<file path="src/rtl/nco_lut_gen.sv">
// Purpose: phase-accumulator NCO emitting registered cosine (I) and sine (Q) samples from a cosine LUT.
// Latency: one clock from an enabled edge to i_out/q_out/out_valid; one sample per clock sustained.
// Backpressure: none; the consumer must take every sample flagged by out_valid.
//
// Ports:
//   clk, rst_n          clock (rising edge) and asynchronous active-low reset
//   en, clr             advance/emit this cycle; synchronous accumulator clear (clr wins over en)
//   cfg_load            capture freq_word into the step register and phase_off into the offset register
//   freq_word, phase_off
//                       phase step per enabled cycle; phase offset added before LUT addressing
//   i_out, q_out        offset-binary cosine / sine samples
//   out_valid           i_out/q_out were updated by the last edge
//   wrap                accumulator carried out on the step that produced the current sample
module nco_lut_gen #(
   parameter int DATA_W  = 8,
   parameter int ADDR_W  = 4,
   parameter int PHASE_W = 16,
   parameter int OFFSET  = 100,
   parameter int AMPL    = 71
) (
   input  logic               clk,
   input  logic               rst_n,
   input  logic               en,
   input  logic               clr,
   input  logic               cfg_load,
   input  logic [PHASE_W-1:0] freq_word,
   input  logic [PHASE_W-1:0] phase_off,
   output logic [DATA_W-1:0]  i_out,
   output logic [DATA_W-1:0]  q_out,
   output logic               out_valid,
   output logic               wrap
);

   localparam int  DEPTH = 1 << ADDR_W;
   localparam real PI    = 3.14159265358979323846;

   // Default step advances exactly one LUT entry per enabled cycle.
   localparam logic [PHASE_W-1:0] FW_RST = PHASE_W'(1) << (PHASE_W - ADDR_W);

   // Quarter-turn in LUT entries: sin(theta) = cos(theta - pi/2).
   localparam logic [ADDR_W-1:0] QUARTER = ADDR_W'(DEPTH / 4);

   // Round-to-nearest cosine entry; all entries are positive so +0.5 then truncate rounds correctly.
   function automatic logic [DATA_W-1:0] lut_entry(input int k);
      real v;
      v = real'(OFFSET) + real'(AMPL) * $cos(2.0 * PI * real'(k) / real'(DEPTH));
      return DATA_W'($rtoi(v + 0.5));
   endfunction

   logic [DATA_W-1:0] lut [DEPTH];

   for (genvar k = 0; k < DEPTH; k++) begin : g_lut
      assign lut[k] = lut_entry(k);
   end

   logic [PHASE_W-1:0] acc;
   logic [PHASE_W-1:0] fw_reg;
   logic [PHASE_W-1:0] off_reg;

   logic [PHASE_W:0]   acc_sum;
   logic [ADDR_W-1:0]  addr;
   logic [ADDR_W-1:0]  q_addr;

   // Extra MSB of the sum is the accumulator carry that drives wrap.
   assign acc_sum = {1'b0, acc} + {1'b0, fw_reg};

   // Top ADDR_W bits of (acc + off_reg), taken modulo 2^PHASE_W.
   assign addr    = ADDR_W'((acc + off_reg) >> (PHASE_W - ADDR_W));
   assign q_addr  = addr - QUARTER;

   always_ff @(posedge clk or negedge rst_n) begin
      if (!rst_n) begin
         acc       <= '0;
         fw_reg    <= FW_RST;
         off_reg   <= '0;
         i_out     <= '0;
         q_out     <= '0;
         out_valid <= 1'b0;
         wrap      <= 1'b0;
      end else begin
         // New configuration takes effect from the next cycle; this cycle's
         // sample and step still use the old registers.
         if (cfg_load) begin
            fw_reg  <= freq_word;
            off_reg <= phase_off;
         end

         if (clr) begin
            acc       <= '0;
            out_valid <= 1'b0;
            wrap      <= 1'b0;
         end else if (en) begin
            i_out     <= lut[addr];
            q_out     <= lut[q_addr];
            acc       <= acc_sum[PHASE_W-1:0];
            out_valid <= 1'b1;
            wrap      <= acc_sum[PHASE_W];
         end else begin
            out_valid <= 1'b0;
            wrap      <= 1'b0;
         end
      end
   end

endmodule

</file>
<file path="config.mk">
export PLATFORM = sky130hd
export DESIGN_NAME = nco_lut_gen
export DESIGN_NICKNAME = d
export VERILOG_FILES = /design/src/rtl/nco_lut_gen.sv
export SDC_FILE = /design/constraint.sdc
export NUM_CORES = 1
export LEC_CHECK = 0
export BUFFER_PORTS_ARGS = -buffer_cell sky130_fd_sc_hd__buf_2
export CORE_MARGIN = 8
export CORE_UTILIZATION = 30
export CTS_CLUSTER_DIAMETER = 120
export DETAILED_ROUTE_END_ITERATION = 6
export GPL_TIMING_DRIVEN = 0
export SLEW_MARGIN = 20
export SYNTH_ARGS = -nofsm -noshare
export SYNTH_HDL_FRONTEND = slang
export SYNTH_SLANG_ARGS = --single-unit
</file>
<file path="constraint.sdc">
create_clock -name clk -period 6.51 [get_ports clk]
set_input_delay 0 -clock clk [delete_from_list [all_inputs] [get_ports clk]]
set_output_delay 0 -clock clk [all_outputs]
set_load 0.01 [all_outputs]
</file>
==> out/results.tsv, run 1 <==
stage	metric	value	unit
run	Max Cap Violations	0	
cts	CTS tree	yes	
cts	CTS resizes	0	
die	# rows	41	
cts	Worst-path clk slew	0.05	ns
timing	Slew headroom	50.46	%
setup_path	data arrival time of the critical path	3.43	ns
setup_path	Critical Path Most Common Cell	ha_1	
cts	total clock sinks	64	
place	Port Buffers	52	
logic_synthesis	post-synthesis simple-gate area fraction	11.59	%
place	gpl congestion	0.8734	
setup_path	CP Capture Type	flip-flop	
global_routing	vias in the first global route	3189	
global_routing	gr usage total	11.59	%
cts	CTS Buf Count	9	
setup_path	critical path required time	6.73	ns
worst_hold_path	type of the worst min-delay path	primary input to flip-flop	
cts	root cell of the clock tree	clkbuf_16	
cells_and_area	Non-Filler Instances	633	
route	Routed Antenna Nets	0	
timing	worst setup margin	3.297	ns
timing	RSZ-0062 raised after global routing	false	
power_and_ir_drop	Seq pwr share	31.7	%
power_and_ir_drop	Clock Power Share	26.8	%
route	drt first pass iters	4	
power_and_ir_drop	Leak	2.295	nW
timing	Fin. Hold Viols	0	
cells_and_area	share of cells above drive strength 1	26.25	%
global_routing	grt ovf	0	
place	pre-CTS WS	3.314	ns
timing	Slew @ Worst Pin	0.7431	ns
cts	Hold Buf Count CTS	34	
die	Die Wd	128.7	um
die	Die Ht	128.7	um
die	Starting Density	30.45	%
timing	setup TNS	0	ns
power_and_ir_drop	pwr dens	344.5	mW/mm^2
logic_synthesis	Post-Synth XOR/XNOR Area	3.874	%
global_routing	global-route wire length before repair	15250	um
timing	Setup Viol. Count Final	0	
die	I/O Pins	55	
logic_synthesis	sequential fraction of the synthesis area	42.06	%
cells_and_area	ant diodes	0	
route	final wirelength	8883	um
setup_path	Crit-path slowest cell	or4b_4	
power_and_ir_drop	Psw	0.6122	mW
logic_synthesis	largest family of logic cells by synthesized area	compound AO/OA/AOI/OAI gates	
cells_and_area	Syn-to-layout area delta	29.71	%
cts	clock tree buffer depth	2	
route	WL per Instance	14.03	um
setup_path	kind of critical path	flip-flop to flip-flop	
logic_synthesis	Yosys reg bits	64	
die	Die ar.	0.01657	sq mm
logic_synthesis	Synth Warn #	0	
cells_and_area	nets@finish	529	
cts	Post-CTS Setup Bufs	0	
power_and_ir_drop	logic gate share of total power	41.5	%
global_routing	antenna violations before repair	0	
logic_synthesis	EDFF count, synth	0	
logic_synthesis	Mapped Nets	431	
logic_synthesis	Synth Flop Type	dfrtp_1	
timing	Final period util	49.36	%
cts	Clock Latency Late Sink	0.33	ns
logic_synthesis	Post-Synthesis Cell Area	0.003811	sq mm
logic_synthesis	Synth cell types	58	
setup_path	Max FO, Critical Path	8	
global_routing	largest net degree at the start of global routing	44	
place	DP Cell Count	583	
logic_synthesis	Async SR Flop Fraction	100.0	%
power_and_ir_drop	Sw Ratio	35.95	%
power_and_ir_drop	P_int	1.091	mW
place	DPL Wire Length	6843	um
logic_synthesis	average size of a mapped cell	10.65	sq um
timing	final max-slew violation count	0	
setup_path	CP max stage delay	0.55	ns
timing	achievable frequency	311.2	MHz
logic_synthesis	Synth Area in Compound Gates	14.84	%
route	DRC	0	
route	average vias per placed instance	4.758	
setup_path	Startpoint Class	flip-flop	
die	total core area	0.01252	sq mm
logic_synthesis	Adder-Cell Fraction of Synth Area	12.02	%
route	initial DRC count	144	
status	status	complete, no violations	
cts	H-Tree Depth	3	
logic_synthesis	post-synthesis mux area share	13.13	%
timing	clk_skew	0.006280	ns
route	Vias	3012	
setup_path	crit-path cells	ha_1 -> a21oi_1 -> o21ai_1 -> or4b_4 -> a21oi_2 -> xor2_2 -> inv_2 -> ha_1 -> nor3_1 -> mux2i_1 -> a32o_1	
logic_synthesis	Syn Inst Count	358	
timing	min Tclk post-route	3.213	ns
power_and_ir_drop	maximum VDD drop	0.1645	mV
cells by family (layout without fill, tap and decap cells):
| kind of cell | after synthesis | after routing |
|---|---|---|
| simple gates | 92 | 92 |
| compound gates | 82 | 82 |
| flops | 64 | 64 |
| mux | 46 | 46 |
| fa+ha+maj | 36 | 36 |
| buf+inv | 22 | 125 |
| xor+xnor | 16 | 16 |
cell usage after synthesis (2+ instances only):
cell	count	area, sq um
dfrtp_1	63	1577
ha_1	35	437.9
nor2_1	33	123.9
mux2_2	32	360.4
nand2_1	25	93.84
a21oi_1	19	95.09
o21ai_0	17	85.08
mux2i_1	14	140.1
xnor2_1	10	87.58
inv_1	8	30.03
a31oi_1	6	37.54
nand3_1	6	30.03
nor3_1	6	30.03
a21o_1	5	37.54
clkbuf_1	5	18.77
nand2b_1	5	31.28
o21ai_1	5	25.02
xor2_1	5	43.79
buf_1	4	15.01
a211oi_1	3	22.52
and3_1	3	18.77
buf_4	3	22.52
nand4_1	3	18.77
o211ai_1	3	22.52
o31ai_1	3	22.52
a21oi_2	2	17.52
a22o_1	2	17.52
or2_2	2	12.51
or3_1	2	12.51
stage by stage:
| step | cell area, sq um | util, % | hold WS [ns] | total power, mW |
|---|---|---|---|---|
| 6_report | 4943 | 39.49 | 0.05072 | 1.703 |
| 5_1_grt | 4943 | 39.49 | 0.07651 | 1.840 |
| 4_1_cts | 4943 | 39.49 | 0.05272 | 1.724 |
| 3_5_place_dp | 4317 | 34.49 | -0.08306 | 1.240 |
| 3_3_place_gp | 4287 | 34.25 | 0.2325 | 1.223 |
| 2_1_floorplan | 3811 | - | -0.2956 | 1.049 |
cell usage in the layout (no fill, tap or decap), types with 7 or more instances in the layout:
master | Yosys | routed
buf_2 | 1 | 52
mux2_2 | 32 | 32
dfrtp_1 | 63 | 63
nand2_1 | 25 | 25
mux2i_1 | 14 | 14
xnor2_1 | 10 | 10
inv_1 | 8 | 8
dlygate4sd3_1 | 0 | 34
o21ai_0 | 17 | 17
clkbuf_1 | 5 | 7
nor2_1 | 33 | 33
clkbuf_16 | 0 | 9
ha_1 | 35 | 35
a21oi_1 | 19 | 19
final timing paths:
path | from | to | slack [ns] | depth (start not counted)
min in group asynchronous | rst_n | out_valid$_DFF_PN0_ | 0.11 | 2
max | acc[8]$_DFFE_PN0P_ | i_out[4]$_DFFE_PN0P_ | 3.30 | 11
min | cfg_load | off_reg[2]$_DFFE_PN0P_ | 0.05 | 2
min reg2reg | i_out[6]$_DFFE_PN0P_ | i_out[6]$_DFFE_PN0P_ | 0.48 | 2
max reg2reg | acc[8]$_DFFE_PN0P_ | i_out[4]$_DFFE_PN0P_ | 3.30 | 11
max in group asynchronous | rst_n | fw_reg[9]$_DFFE_PN0P_ | 5.87 | 3
critical path, delay by kind of cell (launching register included):
kind	cells	cell delay, ns
AND/OR/NAND/NOR	2	0.78
multiplexers	1	0.11
AO/OA/AOI/OAI	4	0.81
buffers and inverters	1	0.14
XOR/XNOR	1	0.29
adder cells (fa/ha/maj)	2	0.58
flip-flops	1	0.40
routing by layer:
| metal | track usage, % | vias up | wire length (um) |
|---|---|---|---|
| met2 | 19.30 | 52 | 4234 |
| met5 | 0 | - | 0 |
| met3 | 3.434 | 15 | 452 |
| met4 | 4.561 | 0 | 158 |
| met1 | 13.74 | 1456 | 4038 |
| li1 | - | 1489 | - |
power groups by stage:
stage | Combinational [mW] | Clock [mW] | Sequential [mW]
5_1_grt | 0.799 | 0.489 | 0.553
6_report | 0.707 | 0.456 | 0.539
4_1_cts | 0.713 | 0.469 | 0.542
2_1_floorplan | 0.496 | 0 | 0.553
3_5_place_dp | 0.692 | 0 | 0.548
3_3_place_gp | 0.679 | 0 | 0.544
cell type report:
class / instances / area [sq um]
Clock buffer: 14 / 274.0
Clock inverter: 2 / 12.51
Fill cell: 1253 / 7574
Inverter: 9 / 33.78
Sequential cell: 64 / 1603
Tap cell: 172 / 215.2
Timing Repair Buffer: 87 / 630.6
Buffer: 13 / 61.31
Multi-Input combinational cell: 272 / 2113
Note: power is estimated with default switching activity, not from simulation.
==> run 2, diff against run 1 <==
==> constraint.sdc (replaced) <==
create_clock -name clk -period 2.7 [get_ports clk]
set_input_delay 0 -clock clk [delete_from_list [all_inputs] [get_ports clk]]
set_output_delay 0 -clock clk [all_outputs]
set_load 0.01 [all_outputs]
==> out/results.tsv, run 2 (synthesis gave the netlist of run 1 again) <==
stage	metric	value	unit	change
status	status	finished with violations		
status	failing checks	setup timing		
global_routing	global-route wire length before repair	15480	um	+1.5%
cts	CTS Buf Count	9		unchanged
timing	min Tclk post-route	2.845	ns	-0.3680 ns
worst_hold_path	hold path start	cfg_load		
cells_and_area	multi-input combinational cell area	0.002375	sq mm	+12%
power_and_ir_drop	Clock Power Share	25.4	%	-1.4 points
worst_hold_path	type of the worst min-delay path	primary input to flip-flop		
cells_and_area	Syn-to-layout area delta	41.83	%	
timing	worst setup margin	-0.1454	ns	-3.442 ns
timing	worst hold margin	0.05477	ns	+0.004047 ns
place	DP Cell Count	583		unchanged
route	DRC	0		unchanged
global_routing	antenna violations before repair	0		unchanged
cells_and_area	leading cell type in the layout, fill and taps excluded	dfrtp_1		
route	WL per Instance	14.63	um	+4.2%
power_and_ir_drop	Psw	1.753	mW	+190%
setup_path	worst path bufs/invs	3		+2
setup_path	Crit path max-delay family	compound AO/OA/AOI/OAI gates		
die	Die Wd	128.7	um	unchanged
setup_path	CP Capture Type	flip-flop		
setup_path	critical path required time	2.91	ns	-3.82 ns
die	Starting Density	30.45	%	unchanged
route	drt first pass iters	4		unchanged
die	Die ar.	0.01657	sq mm	unchanged
timing	Fin. Hold Viols	0		unchanged
place	placed cell area	0.004383	sq mm	+1.5%
power_and_ir_drop	Seq pwr share	26.8	%	-4.9 points
global_routing	largest net degree at the start of global routing	35		-20%
setup_path	worst r2r dst	i_out[1]$_DFFE_PN0P_		
route	final wirelength	9580	um	+7.8%
cells_and_area	nets@finish	551		+4.2%
worst_hold_path	hold path cells	2		unchanged
power_and_ir_drop	logic gate share of total power	47.8	%	+6.3 points
die	I/O Pins	55		unchanged
cts	H-Tree Depth	3		unchanged
cells_and_area	Non-Filler Instances	655		+3.5%
worst_hold_path	hold endpoint	off_reg[1]$_DFFE_PN0P_		
timing	Final period util	105.4	%	+56 points
global_routing	gr usage total	11.92	%	+0.33 points
setup_path	CP max stage delay	0.57	ns	+0.02 ns
power_and_ir_drop	Leak	2.473	nW	+7.8%
cells_and_area	Design Area, Final	0.005405	sq mm	+9.3%
cts	total clock sinks	64		unchanged
timing	clk_skew	0.006444	ns	+0.0001647 ns
setup_path	Crit-path slowest cell	or4b_4		
cts	Worst-path clk slew	0.05	ns	about the same
timing	Slew @ Worst Pin	0.8978	ns	+0.1547 ns
setup_path	data arrival time of the critical path	3.06	ns	-0.37 ns
setup_path	Startpoint Class	flip-flop		
setup_path	Max FO, Critical Path	4		-4
setup_path	crit-path cells	ha_1 -> a21oi_2 -> a21oi_1 -> or4b_4 -> a21oi_4 -> xor2_4 -> inv_4 -> buf_4 -> buf_4 -> a211oi_1 -> o21ai_1		
cells_and_area	share of cells above drive strength 1	36.65	%	+10 points
setup_path	reg-to-reg slack, setup	-0.15	ns	-3.44 ns
cells_and_area	Final Util	43.18	%	+3.7 points
route	Vias	3112		+3.3%
global_routing	grt ovf	0		unchanged
place	gpl congestion	0.8619		-1.3%
power_and_ir_drop	pwr dens	898.1	mW/mm^2	+160%
power_and_ir_drop	P_int	3.102	mW	+180%
place	Port Buffers	52		unchanged
route	average vias per placed instance	4.751		-0.15%
die	Die Ht	128.7	um	unchanged
timing	RSZ-0062 raised after global routing	true		
power_and_ir_drop	maximum VDD drop	0.4153	mV	+150%
global_routing	vias in the first global route	3219		+0.94%
cts	clock tree buffer depth	2		unchanged
timing	achievable frequency	351.4	MHz	+13%
timing	final max-slew violation count	0		unchanged
place	pre-CTS WS	-0.3395	ns	-3.653 ns
cells_and_area	ant diodes	0		unchanged
cells_and_area	Fill cells	1240		-1.0%
die	# rows	41		unchanged
cts	root cell of the clock tree	clkbuf_16		
power_and_ir_drop	Sw Ratio	36.10	%	+0.15 points
route	initial DRC count	131		-9.0%
setup_path	Critical Path Most Common Cell	buf_4		
route	Routed Antenna Nets	0		unchanged
cts	CTS tree	yes		
setup_path	kind of critical path	flip-flop to flip-flop		
timing	Slew headroom	39.51	%	-11 points
cells_and_area	register area	0.001604	sq mm	about the same
place	DPL Wire Length	6955	um	+1.6%
timing	Setup Viol. Count Final	11		+11
setup_path	reg2reg start	acc[2]$_DFFE_PN0P_		
cts	Clock Latency Late Sink	0.33	ns	about the same
run	Max Cap Violations	0		unchanged
cells_and_area	most frequent cells in the layout	dfrtp_1 (62), buf_2 (52), dlygate4sd3_1 (34), nor2_1 (32), mux2_2 (32)		
die	total core area	0.01252	sq mm	unchanged
setup_path	FF-to-FF path depth	11		unchanged
## run 2: area by class of cell
| cell class | instances | share of cell area (%) |
|---|---|---|
| repair buffers | 109 | 14.58 |
| flip-flops and latches | 64 | 29.68 |
| well taps | 172 | 3.981 |
| clock buffers | 14 | 5.255 |
| clock inverters | 2 | 0.6481 |
| inverters | 9 | 0.7176 |
| multi-input cells | 272 | 43.94 |
| plain buffers | 13 | 1.204 |
## run 2: power by group through the flow
stage,sequential (mW),combinational (mW),clock [mW]
6_report,1.30,2.32,1.23
5_1_grt,1.33,2.56,1.29
4_1_cts,1.31,2.08,1.26
3_5_place_dp,1.33,1.73,0
3_3_place_gp,1.32,1.69,0
2_1_floorplan,1.34,1.26,0
## run 2: timing repair
item                                    CTS  global route
hold endpoints to repair                100             0
hold buffers                             34             0
endpoints found under the setup margin   15            17
pin swaps                                15            19
setup buffers                            15             7
resized for setup                        21            24
## run 2: worst max-delay path by stage
stage	start	end	slack, ns	cells after the start
floorplan	acc[8]$_DFFE_PN0P_	i_out[5]$_DFFE_PN0P_	0.01	11
global placement	acc[8]$_DFFE_PN0P_	q_out[5]$_DFFE_PN0P_	-0.32	10
detailed placement	acc[2]$_DFFE_PN0P_	q_out[5]$_DFFE_PN0P_	-0.34	10
CTS	acc[8]$_DFFE_PN0P_	i_out[4]$_DFFE_PN0P_	-0.10	11
global route	off_reg[4]$_DFFE_PN0P_	i_out[1]$_DFFE_PN0P_	-0.30	11
finish	acc[2]$_DFFE_PN0P_	i_out[1]$_DFFE_PN0P_	-0.15	11
## run 2: routing by layer
metal  part of all wire (%)  GRT usage [%]  routed length, um  vias to the layer above
met4                    1.8          4.699                173                        0
li1                       -              -                  -                     1545
met5                      0              0                  0                        -
met2                     49          19.58               4699                       71
met3                    4.2          3.393                401                       16
met1                     45          14.45               4305                     1480
## run 2: per-stage QoR
step	power (mW)	setup TNS (ns)
finish	4.855	-0.9724
global route	5.173	-2.725
floorplan	2.596	0
detailed placement	3.064	-2.692
global placement	3.011	-2.260
CTS	4.653	-0.4275
## run 2: worst register-to-register path, delay by kind of cell, from the launching register on
family,cells,cell delay (ns)
xor gates and xnor gates,1,0.27
AOI/OAI and AO/OA,5,0.79
DFF,1,0.38
buffers and inverters,3,0.38
and+or+nand+nor,1,0.57
adders and majority gates,1,0.32
==> run 3, diff against run 2 <==
--- a/config.mk
+++ b/config.mk
@@ -5,6 +5,7 @@
 export SDC_FILE = /design/constraint.sdc
 export NUM_CORES = 1
 export LEC_CHECK = 0
+export ABC_AREA = 1
 export BUFFER_PORTS_ARGS = -buffer_cell sky130_fd_sc_hd__buf_2
 export CORE_MARGIN = 8
 export CORE_UTILIZATION = 30
==> out/results.tsv, run 3 <==
stage	metric	value	unit	change
status	status	complete, no violations		
cells_and_area	Fill cells	1376		+11%
setup_path	data arrival time of the critical path	2.74	ns	-0.32 ns
cells_and_area	register area	0.001609	sq mm	+0.31%
route	M1 wire length	4707	um	+9.3%
timing	achievable frequency	396.8	MHz	+13%
global_routing	vias in the first global route	3760		+17%
setup_path	kind of critical path	flip-flop to flip-flop		
global_routing	gr usage total	11.98	%	+0.061 points
place	gpl congestion	0.8788		+2.0%
setup_path	Startpoint Class	flip-flop		
logic_synthesis	Synth Warn #	0		unchanged
global_routing	largest net degree at the start of global routing	43		+23%
cts	H-Tree Depth	3		unchanged
setup_path	worst r2r dst	q_out[4]$_DFFE_PN0P_		
route	initial DRC count	252		+92%
timing	worst hold margin	0.04215	ns	-0.01262 ns
timing	Setup Viol. Count Final	0		-11
timing	Slew headroom	54.60	%	+15 points
power_and_ir_drop	Sw Ratio	37.02	%	+0.92 points
global_routing	antenna violations before repair	0		unchanged
cts	total clock sinks	64		unchanged
setup_path	Critical path origin	acc[12]$_DFFE_PN0P_		
logic_synthesis	sequential fraction of the synthesis area	38.35	%	-3.7 points
place	Port Buffers	53		+1.9%
die	total core area	0.01372	sq mm	+9.6%
worst_hold_path	hold path cells	4		+2
logic_synthesis	Post-Synthesis Cell Area	0.004179	sq mm	+9.7%
die	Die Wd	134.0	um	+4.1%
worst_hold_path	hold endpoint	acc[2]$_DFFE_PN0P_		
cells_and_area	Final Util	39.91	%	-3.3 points
timing	setup TNS	0	ns	+0.9724 ns
setup_path	Max FO, Critical Path	5		+1
logic_synthesis	Yosys top cell by area	dfrtp_1		
cells_and_area	ant diodes	0		unchanged
setup_path	reg2reg start	acc[12]$_DFFE_PN0P_		
cells_and_area	nets@finish	699		+27%
route	top routing layer in use	met4		
cells_and_area	leading cell type in the layout, fill and taps excluded	nand2_1		
place	DPL Wire Length	8074	um	+16%
cts	Worst-path clk slew	0.05	ns	about the same
logic_synthesis	share of the synthesized area in the top cell type	37.72	%	-3.6 points
cells_and_area	Non-Filler Instances	811		+24%
setup_path	CP Capture Type	flip-flop		
route	Vias	3700		+19%
logic_synthesis	Synth cell types	37		-36%
cts	root cell of the clock tree	clkbuf_16		
route	average vias per placed instance	4.562		-4.0%
route	WL per Instance	12.81	um	-12%
logic_synthesis	average size of a mapped cell	7.990	sq um	-25%
cells_and_area	Syn-to-layout area delta	31.02	%	
cells_and_area	most frequent cells in the layout	nand2_1 (168), dfrtp_1 (58), buf_2 (52), inv_1 (45), nor2_1 (41)		
cts	CTS tree	yes		
timing	Fin. Hold Viols	0		unchanged
route	met3 wire len	458	um	+14%
power_and_ir_drop	P_int	2.585	mW	-17%
cts	clock tree buffer depth	2		unchanged
setup_path	critical path required time	2.92	ns	about the same
logic_synthesis	EDFF count, synth	0		unchanged
setup_path	reg-to-reg slack, setup	0.18	ns	+0.33 ns
route	met2 WL	5000	um	+6.4%
power_and_ir_drop	Final Total Pwr	4.104	mW	-15%
cts	CTS Buf Count	9		unchanged
timing	Slew @ Worst Pin	0.6811	ns	-0.2167 ns
place	DP Cell Count	757		+30%
place	pre-CTS WS	-0.08571	ns	+0.2538 ns
worst_hold_path	type of the worst min-delay path	primary input to flip-flop		
logic_synthesis	Syn Inst Count	523		+46%
route	drt first pass iters	4		unchanged
die	# rows	43		+4.9%
cells_and_area	Design Area, Final	0.005475	sq mm	+1.3%
logic_synthesis	Mapped Nets	596		+38%
timing	worst setup margin	0.1800	ns	+0.3254 ns
run	Max Cap Violations	0		unchanged
power_and_ir_drop	Leak	2.776	nW	+12%
logic_synthesis	most frequent cell after synthesis	nand2_1		
global_routing	global-route wire length before repair	17390	um	+12%
global_routing	grt ovf	0		unchanged
logic_synthesis	Async SR Flop Fraction	100.0	%	unchanged
die	I/O Pins	55		unchanged
logic_synthesis	list of most frequent post-synthesis cells	nand2_1 (173), dfrtp_1 (63), inv_1 (45), nor2_1 (45), ha_1 (35)		
timing	clk_skew	0.01095	ns	+0.004504 ns
cells_and_area	share of cells above drive strength 1	25.04	%	-12 points
route	Routed Antenna Nets	0		unchanged
power_and_ir_drop	pwr dens	749.6	mW/mm^2	-17%
timing	Final period util	93.33	%	-12 points
logic_synthesis	Synth Flop Type	dfrtp_1		
die	Die ar.	0.01796	sq mm	+8.4%
die	Starting Density	30.46	%	about the same
worst_hold_path	hold path start	en		
power_and_ir_drop	maximum VDD drop	0.2859	mV	-31%
cells_and_area	multi-input combinational cell area	0.002434	sq mm	+2.5%
die	Die Ht	134.0	um	+4.1%
route	final wirelength	10390	um	+8.5%
cts	Clock Latency Late Sink	0.34	ns	about the same
setup_path	FF-to-FF path depth	17		+6
power_and_ir_drop	logic gate share of total power	40.6	%	-7.2 points
timing	min Tclk post-route	2.520	ns	-0.3254 ns
power_and_ir_drop	Psw	1.520	mW	-13%
power_and_ir_drop	Clock Power Share	28.1	%	+2.7 points
timing	final max-slew violation count	0		unchanged
place	placed cell area	0.004692	sq mm	+7.1%
power_and_ir_drop	Seq pwr share	31.3	%	+4.5 points
logic_synthesis	Yosys reg bits	64		unchanged
logic_synthesis	top post-synthesis cells by area	dfrtp_1 (38%), nand2_1 (16%), ha_1 (10%)		
route	DRC	0		unchanged
run 3: cell count changes in the layout (fill, tap and decap cells not counted), moves of 5 or more:
| cell | previous run | this run |
|---|---|---|
| a21oi_1 | 14 | 25 |
| nand3_1 | 5 | 24 |
| nand2_1 | 25 | 168 |
| inv_1 | 5 | 45 |
| nor2_1 | 32 | 41 |
| nand2_2 | 0 | 14 |
| o21ai_0 | 12 | 24 |
| xnor2_1 | 9 | 0 |
| o21ai_1 | 7 | 2 |
| nor2_2 | 0 | 7 |
| buf_4 | 25 | 9 |
| mux2i_1 | 13 | 0 |
run 3: worst max-delay path by stage:
stage | endpoint | cells past startpoint
after floorplan | q_out[4]$_DFFE_PN0P_ | 17
after global placement | q_out[4]$_DFFE_PN0P_ | 17
after detailed placement | q_out[4]$_DFFE_PN0P_ | 17
after CTS | q_out[4]$_DFFE_PN0P_ | 17
after global routing | q_out[5]$_DFFE_PN0P_ | 17
final | q_out[4]$_DFFE_PN0P_ | 17
run 3: final cells by class:
class	instances	share of cell area, %
multi-input combinational	402	44.45
clock inverter	5	1.028
inverter	45	3.085
buffer	12	1.531
timing repair buffer	92	11.97
tap	180	4.113
sequential	64	29.39
clock buffer	11	4.433
run 3: worst max-delay path, stage by stage, from the launching register on:
cell and delay (ns):
dfrtp_2 0.45, ha_4 0.28, nand2_2 0.11, inv_1 0.04, a21oi_1 0.16, nand2_1 0.10
nor2_2 0.13, nand2_1 0.08, nand2_1 0.07, nand2_2 0.11, ha_2 0.22, or2_2 0.31
nand3_1 0.08, nand2_1 0.05, nand3_1 0.06, nand2_1 0.06, nand2_1 0.06, nand2_1 0.04
run 3: repair_timing:
| item | 4_1_cts | 5_1_grt |
|---|---|---|
| gates resized for setup | 2 | 24 |
| hold buffers | 33 | 0 |
| endpoints found under the hold margin | 95 | 0 |
| gates cloned | 0 | 0 |
| endpoints found under the setup margin | 3 | 8 |
| setup buffers | 0 | 5 |
run 3: cells by family (layout without fill, tap and decap cells):
family	after synthesis	after routing	share of synthesized area, %
flops	64	64	38.35
simple gates	265	265	26.62
fa+ha+maj	36	36	10.96
compound gates	68	68	9.192
mux	32	32	8.623
buf+inv	57	165	6.048
xor+xnor	1	1	0.2096
run 3: power groups by stage:
| stage | combinational, mW | sequential [mW] | clock (mW) |
|---|---|---|---|
| 2_1_floorplan | 1.08 | 1.31 | 0 |
| 3_3_place_gp | 1.51 | 1.28 | 0 |
| 3_5_place_dp | 1.53 | 1.29 | 0 |
| 4_1_cts | 1.59 | 1.28 | 1.20 |
| 5_1_grt | 1.90 | 1.31 | 1.24 |
| 6_report | 1.67 | 1.28 | 1.15 |
run 3: routing by layer:
layer	vias to the layer above	track usage [%]
met5	-	0
met4	0	3.681
met3	19	3.927
met2	74	20.66
met1	1695	13.76
li1	1912	-
